<file path="src/rtl/wlan_scrambler_tx.sv">
// rtl/wlan_scrambler_tx.sv - 802.11a/g transmit scrambler (x^7 + x^4 + 1) with generated zero tail
module wlan_scrambler_tx #(
   parameter logic [6:0] SEED_DEFAULT = 7'h5D,
   parameter int         TAIL_LEN     = 6,
   parameter int         CNT_W        = 12
) (
   input  logic             clk,
   input  logic             reset,
   input  logic [6:0]       seed,
   input  logic             seed_load,
   input  logic             data_in,
   input  logic             in_valid,
   input  logic             in_last,
   output logic             in_ready,
   output logic             data_out,
   output logic             out_valid,
   output logic             out_tail,
   output logic             out_last,
   output logic             seed_err,
   output logic             frame_abort,
   output logic [CNT_W-1:0] bit_cnt
);

   typedef enum logic [1:0] {
      S_IDLE = 2'd0,
      S_RUN  = 2'd1,
      S_TAIL = 2'd2
   } state_t;

   // Index of the final tail bit; irrelevant when no tail is generated.
   localparam logic [3:0] TAIL_LAST = (TAIL_LEN > 0) ? 4'(TAIL_LEN - 1) : 4'd0;

   state_t           r_state;
   logic [6:0]       r_lfsr;
   logic [3:0]       r_tail_cnt;
   logic [CNT_W-1:0] r_bit_cnt;
   logic             r_data_out;
   logic             r_out_valid;
   logic             r_out_tail;
   logic             r_out_last;
   logic             r_seed_err;
   logic             r_frame_abort;

   logic             w_fb;
   logic             w_accept;
   logic             w_seed_zero;
   logic [6:0]       w_load_seed;
   logic             w_cnt_sat;

   assign w_fb        = r_lfsr[6] ^ r_lfsr[3];
   assign w_accept    = in_valid && (r_state == S_RUN);
   assign w_seed_zero = (seed == 7'd0);
   assign w_load_seed = w_seed_zero ? SEED_DEFAULT : seed;
   assign w_cnt_sat   = (r_bit_cnt == {CNT_W{1'b1}});

   assign in_ready    = (r_state == S_RUN);
   assign data_out    = r_data_out;
   assign out_valid   = r_out_valid;
   assign out_tail    = r_out_tail;
   assign out_last    = r_out_last;
   assign seed_err    = r_seed_err;
   assign frame_abort = r_frame_abort;
   assign bit_cnt     = r_bit_cnt;

   // Frame FSM, LFSR and registered outputs; seed_load overrides any state, reset overrides all.
   always_ff @(posedge clk) begin
      if (reset) begin
         r_state       <= S_IDLE;
         r_lfsr        <= SEED_DEFAULT;
         r_tail_cnt    <= 4'd0;
         r_bit_cnt     <= '0;
         r_data_out    <= 1'b0;
         r_out_valid   <= 1'b0;
         r_out_tail    <= 1'b0;
         r_out_last    <= 1'b0;
         r_seed_err    <= 1'b0;
         r_frame_abort <= 1'b0;
      end else begin
         r_data_out    <= 1'b0;
         r_out_valid   <= 1'b0;
         r_out_tail    <= 1'b0;
         r_out_last    <= 1'b0;
         r_seed_err    <= 1'b0;
         r_frame_abort <= 1'b0;
         if (seed_load) begin
            // A restart drops any bit presented this cycle and never closes the old frame.
            r_lfsr        <= w_load_seed;
            r_bit_cnt     <= '0;
            r_tail_cnt    <= 4'd0;
            r_state       <= S_RUN;
            r_seed_err    <= w_seed_zero;
            r_frame_abort <= (r_state != S_IDLE);
         end else begin
            case (r_state)
               S_IDLE: begin
                  r_state <= S_IDLE;
               end
               S_RUN: begin
                  if (w_accept) begin
                     r_data_out  <= data_in ^ w_fb;
                     r_out_valid <= 1'b1;
                     r_lfsr      <= {r_lfsr[5:0], w_fb};
                     if (!w_cnt_sat) begin
                        r_bit_cnt <= r_bit_cnt + CNT_W'(1);
                     end
                     if (in_last) begin
                        if (TAIL_LEN > 0) begin
                           r_state    <= S_TAIL;
                           r_tail_cnt <= 4'd0;
                        end else begin
                           r_out_last <= 1'b1;
                           r_state    <= S_IDLE;
                        end
                     end
                  end
               end
               S_TAIL: begin
                  // Tail bits are forced to zero but the scrambler sequence keeps running.
                  r_out_valid <= 1'b1;
                  r_out_tail  <= 1'b1;
                  r_lfsr      <= {r_lfsr[5:0], w_fb};
                  r_tail_cnt  <= r_tail_cnt + 4'd1;
                  if (r_tail_cnt == TAIL_LAST) begin
                     r_out_last <= 1'b1;
                     r_state    <= S_IDLE;
                  end
               end
               default: begin
                  r_state <= S_IDLE;
               end
            endcase
         end
      end
   end

endmodule

</file>
<file path="config.mk">
export PLATFORM = sky130hd
export DESIGN_NAME = wlan_scrambler_tx
export DESIGN_NICKNAME = d
export VERILOG_FILES = /design/src/rtl/wlan_scrambler_tx.sv
export SDC_FILE = /design/constraint.sdc
export NUM_CORES = 1
export LEC_CHECK = 0
export ABC_AREA = 1
export BUFFER_PORTS_ARGS = -buffer_cell sky130_fd_sc_hd__clkbuf_2
export CORE_UTILIZATION = 35
export CTS_BUF_LIST = sky130_fd_sc_hd__clkbuf_2
export DETAILED_ROUTE_END_ITERATION = 6
export SLEW_MARGIN = 5
export SYNTH_ARGS = -nofsm -noshare
export SYNTH_HDL_FRONTEND = slang
export SYNTH_SLANG_ARGS = --single-unit
</file>
<file path="constraint.sdc">
create_clock -name clk -period 2 [get_ports clk]
set_input_delay 0.1 -clock clk [delete_from_list [all_inputs] [get_ports clk]]
set_output_delay 0.1 -clock clk [all_outputs]
set_load 0.05 [all_outputs]
</file>
==> qor.yml <==
grt_overflow: 0
r2r_cells: 8
cts.sinks: 31
cts.path.max_buffers: 2
synth.top_cell.area_share_pct: 38.1
final_max_slew_viol_count: 0
fin_area_mm2: 0.00195
holdBufCountCts: 9
clkLatencyLatePin_ps: 380
synth_edf_count: 0
grt_max_degree: 13
max_slew_margin_pct: 78.0
die-area_mm2: 0.00493
initial_utilization_pct: 36.9
dpl.hpwl_um: 2590
antennaDiodeCount: 0
yosys-top-cells-area: "dfxtp_1 38%, nand2_1 13%, nor2_1 7.8%"
drt_pass1_iterations: 4
fin_crit_sh_pct: 81.1
yosysTopAreaCell: "dfxtp_1"
min_path_cells: 5
cap_violations: 0
r2r-start: "r_state[1]"
worst_slew_pin_slew_ps: 329
fillers: 464
drive_gt1_share_pct: 20.6
ant_nets: 0
setup_violations: 0
synthAdderAreaFrac_pct: 4.61
seq_area_um2: 621
viasPerCell: 4.64
placed_area_mm2: 0.00183
io_buffers: 31
drt-total-wl_um: 3440
cp-end-kind: "register"
synth_top_family_by_area: "simple AND/OR/NAND/NOR gates"
worstSetupStartpointType: "register"
rsz0062_at_grt: "false"
crit_fanout: 12
core_mm2: 0.00441
power_w: 0.00111
synthMuxAreaShare_pct: 0
finalSetupTns_ps: 0
crit_required_ps: 2310
hold_viol_final: 0
avgSynthCellArea_um2: 7.05
synth-compound-area-share_pct: 11.4
final_common_cell: "nand2_1"
clockRootBuffer: "clkbuf_2"
grt_antenna_before_repair: 0
htreeDepth: 2
grt_pass1_wl_um: 6070
r2r_end: "bit_cnt[5]"
cp_data_arrival_time_ps: 1940
reg2reg_slack_ps: 380
mappedNetlistArea_mm2: 0.00163
final_cell_mix: "56 x nand2_1, 37 x clkbuf_2, 34 x nor2_1"
vias: 1525
layout.nets: 295
cts_setup_buffers: 0
fin_crit_ps: 1620
whs_endpoint: "r_lfsr[3]"
yosys.area_share.simple_pct: 33.5
skew_ps: 17.9
cts_tree: "yes"
synth_seq_cells: 31
powerDensity_mw_per_mm2: 568
worstSetupPathType: "reg2reg"
fmax_ghz: 0.617
multi_input_area_um2: 851
status: "complete, no violations"
hp-class: "in2reg"
p_leak_nw: 0.865
hp-start: "seed[3]"
synth-async-reset-ratio_pct: 0
post-route-drc-count: 0
syn_inst: 231
num_rows: 24
fp.dieH_um: 70.2
syn_to_final_growth_pct: 20.0
grt_pass1_vias: 1340
cts_resized: 0
cts_buffers: 5
yosys_warnings: 0
drtIter0Drc: 107
die_w_um: 70.2
synthFlopType: "dfxtp_1"
post_drt_wl_per_cell_um: 10.4
io_pins: 32
ys_seq_area_share_pct: 38.1
peakVddDrop_mv: 0.268
grt_use_total_pct: 15.9
synth_nets: 250
synth-xor-area-share_pct: 2.69
gp_congestion: 0.784
ys_types: 28
clk_pin_slew_worst_paths_ps: 170
## logic make-up after synthesis
kind of cell               after synthesis
AOI/OAI and AO/OA                       31
xor gates and xnor gates                 5
adders and majority gates                6
buffers and inverters                   37
DFF                                     31
and+or+nand+nor                        121
## flip-flops by register name, summed over array words and instances, names as in the netlist
register     count
r_tail_cnt       4
out_tail         1
bit_cnt         12
seed_err         1
out_valid        1
r_state          2
frame_abort      1
out_last         1
r_lfsr           7
data_out         1
## how the worst max path moves through the flow
| stage | startpoint | slack, ps | endpoint | cells past startpoint |
|---|---|---|---|---|
| detailed placement | r_state[1] | 410 | bit_cnt[3] | 8 |
| finish | r_state[1] | 380 | bit_cnt[5] | 8 |
| global placement | r_state[1] | 460 | bit_cnt[3] | 8 |
| CTS | r_state[1] | 380 | bit_cnt[5] | 8 |
| global route | r_state[1] | 170 | bit_cnt[11] | 8 |
| floorplan | bit_cnt[1] | 210 | bit_cnt[10] | 9 |
## synthesized netlist by cell type, types with 3 or more instances
master / n
o21ai_1: 3
inv_1: 30
nand2_1: 56
nor2_1: 34
nand2_2: 4
inv_2: 4
a21oi_2: 4
a21oi_1: 10
nor2_2: 3
nand3_1: 8
nand4_1: 8
o21ai_0: 7
nor3_1: 3
ha_1: 6
xor2_1: 4
dfxtp_1: 31
## per-layer routing
layer  GRT usage, %  up-vias  share of wire [%]
met3           4.76        9                5.4
met1           21.0      662                 47
met4           7.56        0                2.4
met2           23.4       32                 45
li1               -      822                  -
met5              0        -                  0
## worst max-delay path: stages, from the launching register on
cell and delay [ps]:
dfxtp_1 350, inv_1 80, ha_1 240, nand2_1 100
inv_1 220, nand2_4 150, inv_1 210, nand2_1 80
a21oi_1 130
## report_power, final
group          internal [W]  switching [W]
sequential         0.000637      0.0000104
combinational     0.0000576      0.0000979
clock             0.0000840       0.000224
## stage by stage
| step | hold slack (ps) | std cells | worst slack (ps) | utilization, % |
|---|---|---|---|---|
| 3_5_place_dp | 346 | 312 | 407 | 41.4 |
| 2_1_floorplan | 203 | 231 | 210 | - |
| 3_3_place_gp | 349 | 312 | 461 | 41.4 |
| 5_1_grt | 33.6 | 329 | 172 | 44.3 |
| 4_1_cts | 0.425 | 329 | 378 | 44.3 |
| 6_report | 21.9 | 329 | 378 | 44.3 |
## area by class of cell
type | count | area share [%]
tap | 52 | 3.33
sequential | 31 | 31.8
multi-input combinational | 163 | 43.5
inverter | 34 | 6.53
clock buffer | 6 | 1.54
timing repair buffer | 41 | 12.9
clock inverter | 2 | 0.384
Note: power is estimated with default switching activity, not from simulation.
